<file path="src/rtl/fetch_unit.sv">
// Instruction-fetch stage: owns the PC, captures imem words into a small FIFO feeding decode.
// Optional performance counters are enabled with the FETCH_PERF_CNT_EN macro.
package riscv_pkg;
    localparam int XLEN = 32;
endpackage

module fetch_unit
    import riscv_pkg::*;
#(
    parameter logic [XLEN-1:0] RESET_VECTOR = 32'h0000_0000,
    parameter int              BUF_DEPTH    = 2
) (
    input  logic            clk_i,
    input  logic            rst_ni,
    output logic [XLEN-1:0] imem_addr_o,
    input  logic [XLEN-1:0] imem_rdata_i,
    input  logic            redirect_i,
    input  logic [XLEN-1:0] redirect_pc_i,
    output logic            id_valid_o,
    input  logic            id_ready_i,
    output logic [XLEN-1:0] id_instr_o,
    output logic [XLEN-1:0] id_pc_o,
    output logic [XLEN-1:0] id_pc4_o,
    output logic            fault_o,
    output logic [31:0]     fetch_cnt_o,
    output logic [31:0]     stall_cnt_o
);
    localparam int            PW   = $clog2(BUF_DEPTH);
    localparam logic [PW:0]   FULL = (PW+1)'(BUF_DEPTH);

    typedef enum logic {RUN, FAULT} state_t;

    state_t            state_q;
    logic [XLEN-1:0]   pc_q, pc_d;
    logic [PW:0]       count_q, count_d;
    logic [PW-1:0]     rd_ptr_q, rd_ptr_d;
    logic [PW-1:0]     wr_ptr_q, wr_ptr_d;
    logic [XLEN-1:0]   instr_mem [BUF_DEPTH];
    logic [XLEN-1:0]   pc_mem    [BUF_DEPTH];
    logic              pop, push;

    assign imem_addr_o = pc_q;
    assign id_valid_o  = (count_q != '0);
    assign id_instr_o  = instr_mem[rd_ptr_q];
    assign id_pc_o     = pc_mem[rd_ptr_q];
    assign id_pc4_o    = pc_mem[rd_ptr_q] + XLEN'(4);
    assign fault_o     = (state_q == FAULT);

    assign pop  = id_valid_o & id_ready_i;
    // Room is freed by a same-cycle pop, so a full FIFO still streams at one per cycle.
    assign push = (state_q == RUN) & ~redirect_i & ((count_q < FULL) | pop);

    always_comb begin
        pc_d     = pc_q;
        count_d  = count_q;
        rd_ptr_d = rd_ptr_q;
        wr_ptr_d = wr_ptr_q;
        if (redirect_i) begin
            pc_d     = {redirect_pc_i[XLEN-1:2], 2'b00};
            count_d  = '0;
            rd_ptr_d = '0;
            wr_ptr_d = '0;
        end else begin
            if (push) begin
                pc_d     = pc_q + XLEN'(4);
                wr_ptr_d = wr_ptr_q + PW'(1);
            end
            if (pop) begin
                rd_ptr_d = rd_ptr_q + PW'(1);
            end
            if (push && !pop) begin
                count_d = count_q + (PW+1)'(1);
            end else if (pop && !push) begin
                count_d = count_q - (PW+1)'(1);
            end
        end
    end

    always_ff @(posedge clk_i) begin
        if (!rst_ni) begin
            state_q  <= RUN;
            pc_q     <= RESET_VECTOR;
            count_q  <= '0;
            rd_ptr_q <= '0;
            wr_ptr_q <= '0;
        end else begin
            pc_q     <= pc_d;
            count_q  <= count_d;
            rd_ptr_q <= rd_ptr_d;
            wr_ptr_q <= wr_ptr_d;
            if (redirect_i) begin
                state_q <= (redirect_pc_i[1:0] == 2'b00) ? RUN : FAULT;
            end
        end
    end

    // Entry storage needs no reset: count gates every read.
    always_ff @(posedge clk_i) begin
        if (push) begin
            instr_mem[wr_ptr_q] <= imem_rdata_i;
            pc_mem[wr_ptr_q]    <= pc_q;
        end
    end

`ifdef FETCH_PERF_CNT_EN
    logic [31:0] fetch_cnt_q;
    logic [31:0] stall_cnt_q;

    always_ff @(posedge clk_i) begin
        if (!rst_ni) begin
            fetch_cnt_q <= '0;
            stall_cnt_q <= '0;
        end else begin
            if (push && (fetch_cnt_q != '1)) begin
                fetch_cnt_q <= fetch_cnt_q + 32'd1;
            end
            if (id_valid_o && !id_ready_i && (stall_cnt_q != '1)) begin
                stall_cnt_q <= stall_cnt_q + 32'd1;
            end
        end
    end

    assign fetch_cnt_o = fetch_cnt_q;
    assign stall_cnt_o = stall_cnt_q;
`else
    assign fetch_cnt_o = 32'h0;
    assign stall_cnt_o = 32'h0;
`endif

endmodule

</file>
<file path="config.mk">
export PLATFORM = sky130hd
export DESIGN_NAME = fetch_unit
export DESIGN_NICKNAME = d
export VERILOG_FILES = /design/src/rtl/fetch_unit.sv
export SDC_FILE = /design/constraint.sdc
export NUM_CORES = 1
export LEC_CHECK = 0
export CORE_MARGIN = 5
export CORE_UTILIZATION = 40
export DETAILED_ROUTE_END_ITERATION = 8
export GPL_TIMING_DRIVEN = 1
export PLACE_DENSITY = 0.82
export SYNTH_ARGS = -nofsm -noshare
export SYNTH_HDL_FRONTEND = slang
export SYNTH_SLANG_ARGS = --single-unit
export TNS_END_PERCENT = 20
</file>
<file path="constraint.sdc">
create_clock -name clk_i -period 6.9 [get_ports clk_i]
set_input_delay 1.035 -clock clk_i [delete_from_list [all_inputs] [get_ports clk_i]]
set_output_delay 1.035 -clock clk_i [all_outputs]
set_load 0.02 [all_outputs]
</file>
==> metrics.txt, run 1 <==
# TYPE chip_impl_metric gauge
chip_impl_metric{name="post_cts.repair.setup_buffers",unit=""} 0
chip_impl_metric{name="grt.met1_usage",unit=""} 0.207
chip_impl_info{name="setup.worst_path.class",value="reg2out"} 1
chip_impl_metric{name="cts_max_path_buffers",unit=""} 2
chip_impl_info{name="commonest_non_fill_non_tap_cells_in_the_layout",value="191 x sky130_fd_sc_hd__clkdlybuf4s50_1, 124 x sky130_fd_sc_hd__edfxtp_1, 70 x sky130_fd_sc_hd__conb_1"} 1
chip_impl_metric{name="totalNegativeSetupSlack",unit="ns"} 0
chip_impl_metric{name="tritoncts_num_sinks",unit=""} 160
chip_impl_metric{name="critical-path-max-stage-delay",unit="ns"} 0.66
chip_impl_info{name="critical-path-slowest-cell",value="sky130_fd_sc_hd__dfxtp_4"} 1
chip_impl_info{name="crit_family",value="buffers and inverters"} 1
chip_impl_metric{name="cts-resized-gates",unit=""} 0
chip_impl_metric{name="ys_ff_latch",unit=""} 160
chip_impl_info{name="crit_chain",value="buf_4 > nand4_1 > a22oi_1 > nand4_2 > nor3_1 > xor2_1 > clkdlybuf4s50_1"} 1
chip_impl_metric{name="ir_worst_vdd",unit="uV"} 157
chip_impl_metric{name="final_net_count",unit=""} 881
chip_impl_metric{name="synth_warnings",unit=""} 0
chip_impl_info{name="timing.hold.worst_endpoint",value="rd_ptr_q"} 1
chip_impl_metric{name="gr-usage-met3",unit=""} 0.0427
chip_impl_metric{name="place.port_buffers",unit=""} 191
chip_impl_info{name="hp-start",value="rd_ptr_q"} 1
chip_impl_metric{name="drtIter0Drc",unit=""} 277
chip_impl_metric{name="finalHoldViolations",unit=""} 0
chip_impl_metric{name="synthesis.area",unit="um^2"} 7650
chip_impl_info{name="yosysTopAreaCell",value="sky130_fd_sc_hd__edfxtp_1"} 1
chip_impl_metric{name="synth.yosys.seq_area_share",unit=""} 0.581
chip_impl_metric{name="met2_demand_to_capacity_share_in_global_routing",unit=""} 0.282
chip_impl_metric{name="cell_depth_of_the_worst_flop_to_flop_path",unit=""} 4
chip_impl_info{name="worst_flop_to_flop_path_endpoint",value="instr_mem[1][3]"} 1
chip_impl_metric{name="layout_min_cycle_time",unit="ns"} 4.82
chip_impl_info{name="ys_dominant_reg_cell",value="sky130_fd_sc_hd__edfxtp_1"} 1
chip_impl_metric{name="maximum_fanout_along_the_worst_path",unit=""} 50
chip_impl_metric{name="postSynthAreaPerCell",unit="um^2"} 12.4
chip_impl_metric{name="place.gp.congestion",unit=""} 0.836
chip_impl_metric{name="total_via_count_in_the_routed_design",unit=""} 5239
chip_impl_metric{name="core_area",unit="um^2"} 18800
chip_impl_metric{name="setup_viol",unit=""} 0
chip_impl_metric{name="tightest_slew",unit="ns"} 1.24
chip_impl_info{name="setup_repair_after_global_routing_missed_its_margin",value="false"} 1
chip_impl_metric{name="p_per_area",unit="nW/um^2"} 240
chip_impl_metric{name="max-slew-margin-rel",unit=""} 0.174
chip_impl_metric{name="post_cts_hold_buffer_count",unit=""} 0
chip_impl_metric{name="drt-vias-per-instance",unit=""} 4.96
chip_impl_metric{name="inserted_clock_buffers",unit=""} 17
chip_impl_metric{name="synth_edf_count",unit=""} 124
chip_impl_metric{name="floorplan.initialDensity",unit=""} 0.408
chip_impl_metric{name="worst_ep_arrival_time",unit="ns"} 3.78
chip_impl_metric{name="boundaryPins",unit=""} 262
chip_impl_metric{name="final_layout_size_suffix_gt1_frac",unit=""} 0.131
chip_impl_metric{name="required_time_at_the_worst_slack_endpoint",unit="ns"} 5.86
chip_impl_metric{name="final.hold.worst_slack",unit="ns"} 0.509
chip_impl_metric{name="power_leakage",unit="nW"} 3.51
chip_impl_info{name="worst_setup_path_start_kind",value="register"} 1
chip_impl_metric{name="finalWirelength",unit="um"} 18800
chip_impl_metric{name="worst_clock_skew",unit="ns"} 0.0145
chip_impl_metric{name="area.growth.synth_to_final",unit="%"} 31.5
chip_impl_metric{name="synth_instances",unit=""} 616
chip_impl_metric{name="dpl.hpwl",unit="um"} 13800
chip_impl_metric{name="synth_largest_type_area_fraction",unit=""} 0.487
chip_impl_metric{name="maxCapViolations",unit=""} 0
chip_impl_metric{name="die_area",unit="um^2"} 22000
chip_impl_info{name="clk_root_buffer_cell",value="sky130_fd_sc_hd__clkbuf_16"} 1
chip_impl_metric{name="antenna_violations_before_repair",unit=""} 0
chip_impl_info{name="outcome",value="finished, final reports clean"} 1
chip_impl_info{name="worst_r2r_startpoint",value="fault_o"} 1
chip_impl_metric{name="per_cell_routed_wire_length",unit="um"} 17.8
chip_impl_metric{name="stdcell_count",unit=""} 1057
chip_impl_metric{name="count_of_tritonroute_iterations_in_the_first_routing_pass",unit=""} 4
chip_impl_metric{name="slew_viol_final",unit=""} 0
chip_impl_metric{name="htree_levels",unit=""} 4
chip_impl_metric{name="grt.total_usage",unit=""} 0.166
chip_impl_info{name="hp-class",value="reg2reg"} 1
chip_impl_info{name="worst_setup_path_end_kind",value="output port"} 1
chip_impl_metric{name="fp-row-count",unit=""} 50
chip_impl_metric{name="globalRouteOverflowTotal",unit=""} 0
chip_impl_metric{name="drt.antenna.violating_nets",unit=""} 0
chip_impl_info{name="grt.busiest_layer",value="met2"} 1
chip_impl_info{name="netlist_top_cells_area",value="sky130_fd_sc_hd__edfxtp_1 49%, sky130_fd_sc_hd__dfxtp_1 9.4%, sky130_fd_sc_hd__mux2_2 8.1%"} 1
chip_impl_metric{name="yosys.cell_types.count",unit=""} 54
chip_impl_metric{name="path_clk_slew",unit="ns"} 0.06
chip_impl_metric{name="clk_latency",unit="ns"} 0.42
chip_impl_metric{name="dp.cells",unit=""} 1025
chip_impl_metric{name="cp.buffers_inverters",unit=""} 2
chip_impl_metric{name="hold_depth",unit=""} 2
chip_impl_metric{name="timing.final.crit_share",unit=""} 0.698
chip_impl_metric{name="first_global_vias",unit=""} 5066
chip_impl_metric{name="postSynth.asyncResetShare",unit=""} 0
chip_impl_metric{name="drcViolationCount",unit=""} 0
chip_impl_metric{name="die_h",unit="um"} 148
chip_impl_metric{name="pin_count_of_the_biggest_net_entering_global_routing",unit=""} 63
chip_impl_metric{name="r2r_setup_slack",unit="ns"} 4.03
chip_impl_info{name="cts_tree",value="done"} 1
chip_impl_metric{name="grt_pass1_wl",unit="um"} 28200
chip_impl_metric{name="n_antenna_cell",unit=""} 0
chip_impl_metric{name="chipWidth",unit="um"} 148
chip_impl_metric{name="max_clock_freq",unit="GHz"} 0.208
chip_impl_info{name="final_common_cell",value="sky130_fd_sc_hd__clkdlybuf4s50_1"} 1
==> Yosys cell counts (3+ instances only) <==
library cell / count
sky130_fd_sc_hd__edfxtp_1: 124
sky130_fd_sc_hd__buf_4: 72
sky130_fd_sc_hd__mux2_2: 55
sky130_fd_sc_hd__nand2_1: 42
sky130_fd_sc_hd__dfxtp_1: 36
sky130_fd_sc_hd__nor2_1: 34
sky130_fd_sc_hd__xnor2_1: 32
sky130_fd_sc_hd__o21ai_0: 23
sky130_fd_sc_hd__a21oi_1: 21
sky130_fd_sc_hd__inv_1: 17
sky130_fd_sc_hd__nand3_1: 17
sky130_fd_sc_hd__xor2_1: 17
sky130_fd_sc_hd__nand4_1: 14
sky130_fd_sc_hd__mux2i_1: 11
sky130_fd_sc_hd__nor3_1: 10
sky130_fd_sc_hd__buf_2: 9
sky130_fd_sc_hd__or3_1: 9
sky130_fd_sc_hd__a31oi_1: 6
sky130_fd_sc_hd__a311oi_1: 5
sky130_fd_sc_hd__clkbuf_1: 5
sky130_fd_sc_hd__nand4b_1: 5
sky130_fd_sc_hd__nor4_1: 4
sky130_fd_sc_hd__and2_1: 3
sky130_fd_sc_hd__and3_1: 3
sky130_fd_sc_hd__ha_1: 3
sky130_fd_sc_hd__nand2b_1: 3
==> worst max-delay path by stage <==
stage / start / end / slack [ns] / depth (start not counted)
6_report: register / id_pc4_o[31] / 2.08 / 7
4_1_cts: register / id_pc4_o[26] / 2.00 / 7
2_1_floorplan: redirect_i / instr_mem[0][0] / 2.40 / 2
3_5_place_dp: register / id_pc4_o[26] / 2.47 / 7
3_3_place_gp: register / id_pc4_o[26] / 2.54 / 7
5_1_grt: register / id_pc4_o[26] / 1.75 / 7
==> registers in the layout, indices dropped and copies added, names as in the netlist, named ones only <==
signal       flops
imem_addr_o     30
instr_mem       64
count_q          2
pc_mem          60
fault_o          1
rd_ptr_q         1
wr_ptr_q         1
==> through the flow <==
step | setup WS, ns | cell area [um^2] | power (mW) | util
after global placement | 2.54 | 9520 | 1.58 | 0.507
after CTS | 2.00 | 10100 | 2.43 | 0.536
final | 2.08 | 10100 | 2.41 | 0.536
after floorplan | 2.40 | 7910 | 1.41 | -
after global routing | 1.75 | 10100 | 2.51 | 0.536
after detailed placement | 2.47 | 9520 | 1.59 | 0.507
==> logic make-up (layout without fill, tap and decap cells) <==
family                     after synthesis  count (layout)  synth area share
AOI/OAI and AO/OA                       67              67            0.0537
DFF                                    160             160             0.581
muxes                                   66              66            0.0954
buffers and inverters                  106             244            0.0914
adders and majority gates                3               3           0.00491
and+or+nand+nor                        164             164             0.117
xor gates and xnor gates                49              49            0.0561
other                                    1              70          0.000490
==> tightest hold or removal path, delay by kind of cell, from the launching register on <==
kind | cells | cell delay, ns
XOR/XNOR | 1 | 0.08
flip-flops | 1 | 0.32
AND/OR/NAND/NOR | 1 | 0.08
==> layer usage <==
metal,routed length (um),up-vias
met5,0,-
met4,327,0
met3,1130,22
met2,9480,178
met1,7880,2533
li1,-,2506
==> power by group <==
group	switching [mW]	leakage, nW	total [mW]	internal, mW
registers	0.0448	1.47	1.14	1.10
logic	0.230	1.79	0.419	0.189
clock network	0.386	0.253	0.849	0.463
==> layout make-up <==
| type | count | area, um^2 |
|---|---|---|
| multi-input cells | 419 | 2770 |
| clock inverters | 15 | 115 |
| repair buffers | 195 | 1940 |
| flip-flops and latches | 160 | 4450 |
| clock buffers | 17 | 425 |
| inverters | 17 | 63.8 |
| well taps | 234 | 293 |
| fillers | 1606 | 8710 |
(Power assumes the default switching activity.)
==> run 2, diff against run 1 <==
--- a/config.mk
+++ b/config.mk
@@ -9,7 +9,7 @@
 export CORE_UTILIZATION = 40
 export DETAILED_ROUTE_END_ITERATION = 8
 export GPL_TIMING_DRIVEN = 1
-export PLACE_DENSITY = 0.82
+export PLACE_DENSITY = 0.85
 export SYNTH_ARGS = -nofsm -noshare
 export SYNTH_HDL_FRONTEND = slang
 export SYNTH_SLANG_ARGS = --single-unit
==> constraint.sdc (replaced) <==
create_clock -name clk_i -period 3.85 [get_ports clk_i]
set_input_delay 0.5775 -clock clk_i [delete_from_list [all_inputs] [get_ports clk_i]]
set_output_delay 0.5775 -clock clk_i [all_outputs]
set_load 0.02 [all_outputs]
==> run 2 against run 1 <==
Compared with the run above:
- non-clock buffer count up 5
- sequential power is 80% higher
- register-to-register slack worse by 2.5 ns
- first-iteration DRC count up 43%
- worst hold slack improved by 0.017 ns
- clock power up 94%
- setup slack got worse by 1.9 ns
- total power increased by 85%
- design area grew 1.6%
- sequential share of layout area shrank 0.68 points
- core utilization is 0.84 points higher
- critical endpoint is now id_pc4_o[26]
==> metrics.txt, run 2 (synthesis gave the netlist of run 1 again) <==
# TYPE chip_impl_metric gauge
chip_impl_metric{name="largest_reg_flops",unit=""} 64
chip_impl_metric{name="place.gp.congestion",unit=""} 0.856
chip_impl_metric{name="core_area",unit="um^2"} 18800
chip_impl_metric{name="floorplan.initialDensity",unit=""} 0.408
chip_impl_metric{name="maximum_fanout_along_the_worst_path",unit=""} 14
chip_impl_info{name="crit_chain",value="buf_4 > nand4b_1 > a22oi_1 > nand4_1 > buf_4 > nor3_1 > xor2_1 > clkdlybuf4s50_1"} 1
chip_impl_metric{name="first_global_vias",unit=""} 5155
chip_impl_metric{name="die_area",unit="um^2"} 22000
chip_impl_info{name="setup.worst_path.class",value="reg2out"} 1
chip_impl_metric{name="final.hold.worst_slack",unit="ns"} 0.526
chip_impl_metric{name="globalRouteOverflowTotal",unit=""} 0
chip_impl_metric{name="chipWidth",unit="um"} 148
chip_impl_metric{name="n_antenna_cell",unit=""} 0
chip_impl_metric{name="p_per_area",unit="nW/um^2"} 437
chip_impl_metric{name="max_clock_freq",unit="GHz"} 0.271
chip_impl_metric{name="layout_min_cycle_time",unit="ns"} 3.69
chip_impl_info{name="setup_repair_after_global_routing_missed_its_margin",value="false"} 1
chip_impl_metric{name="totalNegativeSetupSlack",unit="ns"} 0
chip_impl_metric{name="cts_max_path_buffers",unit=""} 2
chip_impl_metric{name="post-route-worst-setup-slack",unit="ns"} 0.158
chip_impl_metric{name="timing.final.crit_share",unit=""} 0.959
chip_impl_metric{name="worst_clock_skew",unit="ns"} 0.0121
chip_impl_metric{name="final_net_count",unit=""} 886
chip_impl_metric{name="die_h",unit="um"} 148
chip_impl_metric{name="preCtsSetupSlack",unit="ns"} 0.373
chip_impl_metric{name="power_leakage",unit="nW"} 3.60
chip_impl_info{name="clk_root_buffer_cell",value="sky130_fd_sc_hd__clkbuf_16"} 1
chip_impl_metric{name="finalWirelength",unit="um"} 18900
chip_impl_metric{name="final_layout_size_suffix_gt1_frac",unit=""} 0.140
chip_impl_info{name="cts_tree",value="done"} 1
chip_impl_metric{name="required_time_at_the_worst_slack_endpoint",unit="ns"} 3.27
chip_impl_metric{name="per_cell_routed_wire_length",unit="um"} 17.8
chip_impl_metric{name="htree_levels",unit=""} 4
chip_impl_metric{name="area.growth.synth_to_final",unit="%"} 33.6
chip_impl_metric{name="antenna_violations_before_repair",unit=""} 0
chip_impl_metric{name="setup_viol",unit=""} 0
chip_impl_metric{name="inserted_clock_buffers",unit=""} 17
chip_impl_info{name="worst_setup_path_start_kind",value="register"} 1
chip_impl_info{name="worst_setup_path_end_kind",value="output port"} 1
chip_impl_metric{name="tightest_slew",unit="ns"} 0.697
chip_impl_info{name="final_common_cell",value="sky130_fd_sc_hd__clkdlybuf4s50_1"} 1
chip_impl_metric{name="path_clk_slew",unit="ns"} 0.07
chip_impl_metric{name="clk_latency",unit="ns"} 0.42
chip_impl_info{name="top_register",value="instr_mem"} 1
chip_impl_metric{name="dpl.hpwl",unit="um"} 14100
chip_impl_metric{name="ir_worst_vdd",unit="uV"} 292
chip_impl_metric{name="max-slew-margin-rel",unit=""} 0.535
chip_impl_metric{name="count_of_tritonroute_iterations_in_the_first_routing_pass",unit=""} 5
chip_impl_metric{name="total_via_count_in_the_routed_design",unit=""} 5239
chip_impl_metric{name="finalHoldViolations",unit=""} 0
chip_impl_metric{name="place.port_buffers",unit=""} 191
chip_impl_info{name="crit_family",value="buffers and inverters"} 1
chip_impl_metric{name="drt-vias-per-instance",unit=""} 4.93
chip_impl_metric{name="boundaryPins",unit=""} 262
chip_impl_metric{name="tritoncts_num_sinks",unit=""} 160
chip_impl_metric{name="drcViolationCount",unit=""} 0
chip_impl_metric{name="fp-row-count",unit=""} 50
chip_impl_info{name="critical-path-slowest-cell",value="sky130_fd_sc_hd__clkdlybuf4s50_1"} 1
chip_impl_metric{name="maxCapViolations",unit=""} 0
chip_impl_metric{name="drtIter0Drc",unit=""} 396
chip_impl_metric{name="pin_count_of_the_biggest_net_entering_global_routing",unit=""} 63
chip_impl_metric{name="critical-path-max-stage-delay",unit="ns"} 0.62
chip_impl_info{name="outcome",value="finished, final reports clean"} 1
chip_impl_metric{name="worst_ep_arrival_time",unit="ns"} 3.11
chip_impl_metric{name="layout.filler_cells",unit=""} 1547
chip_impl_info{name="commonest_non_fill_non_tap_cells_in_the_layout",value="191 x sky130_fd_sc_hd__clkdlybuf4s50_1, 124 x sky130_fd_sc_hd__edfxtp_1, 70 x sky130_fd_sc_hd__conb_1"} 1
chip_impl_metric{name="grt.total_usage",unit=""} 0.168
chip_impl_metric{name="drt.antenna.violating_nets",unit=""} 0
chip_impl_metric{name="grt_pass1_wl",unit="um"} 29000
chip_impl_info{name="critical-path-top-cell-by-count",value="sky130_fd_sc_hd__buf_4"} 1
chip_impl_metric{name="cp.buffers_inverters",unit=""} 3
chip_impl_metric{name="slew_viol_final",unit=""} 0
chip_impl_info{name="hp-class",value="reg2reg"} 1
[run 2: cell types whose count changed in the layout (fill, tap and decap cells not counted), sizes merged]
cell,change
clkinv,-6
inv,+1
bufinv,+1
buf,+5
clkbuf,+8
clkinvlp,-4
[run 2: repair_timing]
| item | 4_1_cts | 5_1_grt |
|---|---|---|
| buffers inserted | 1 | 1 |
| setup endpoints to repair | 1 | 12 |
| hold buffers | 0 | 0 |
| pin swaps | 1 | 0 |
| hold endpoints to repair | 0 | 0 |
| resized for setup | 0 | 5 |
[run 2: worst register-to-register path, cell delays in order (launching register included)]
cell,delay [ns]
sky130_fd_sc_hd__dfxtp_1,0.50
sky130_fd_sc_hd__ha_1,0.24
sky130_fd_sc_hd__nor2b_1,0.21
sky130_fd_sc_hd__nand4_1,0.50
sky130_fd_sc_hd__or3_1,0.55
sky130_fd_sc_hd__a311oi_1,0.26
[run 2: path summary, 6_finish.rpt]
check	start	end	slack, ns	depth (start not counted)
min reg2reg	rd_ptr_q	rd_ptr_q	0.53	2
min	rd_ptr_q	rd_ptr_q	0.53	2
max	register	id_pc4_o[26]	0.16	8
max reg2reg	imem_addr_o[3]	imem_addr_o[12]	1.50	5
[run 2: report_power, final]
| group | internal, mW | switching (mW) | total [mW] | leakage [nW] |
|---|---|---|---|---|
| Clock | 1.01 | 0.641 | 1.65 | 0.305 |
| Combinational | 0.347 | 0.419 | 0.766 | 1.83 |
| Sequential | 1.97 | 0.0786 | 2.05 | 1.47 |
| Total | 3.33 | 1.14 | 4.47 | 3.60 |
[run 2: layout make-up]
cell class / count / area, um^2 / share of cell area
sequential: 160 / 4450 / 0.435
inverter: 17 / 63.8 / 0.00625
clock inverter: 7 / 67.6 / 0.00661
clock buffer: 25 / 523 / 0.0512
multi-input combinational: 419 / 2800 / 0.274
timing repair buffer: 200 / 2020 / 0.198
tap: 234 / 293 / 0.0287
[run 2: routing by layer]
metal | GRT usage | routed length, um | vias up
met5 | 0 | 0 | -
li1 | - | - | 2508
met1 | 0.214 | 7920 | 2525
met2 | 0.282 | 9460 | 183
met3 | 0.0387 | 1190 | 23
met4 | 0.0628 | 354 | 0
[run 2: metrics by stage]
step / util / instances / power (mW) / cell area (um^2)
floorplan: - / 685 / 2.53 / 7910
global placement: 0.510 / 1028 / 2.83 / 9580
detailed placement: 0.510 / 1028 / 2.85 / 9580
CTS: 0.542 / 1061 / 4.51 / 10200
global route: 0.544 / 1062 / 4.64 / 10200
finish: 0.544 / 1062 / 4.47 / 10200
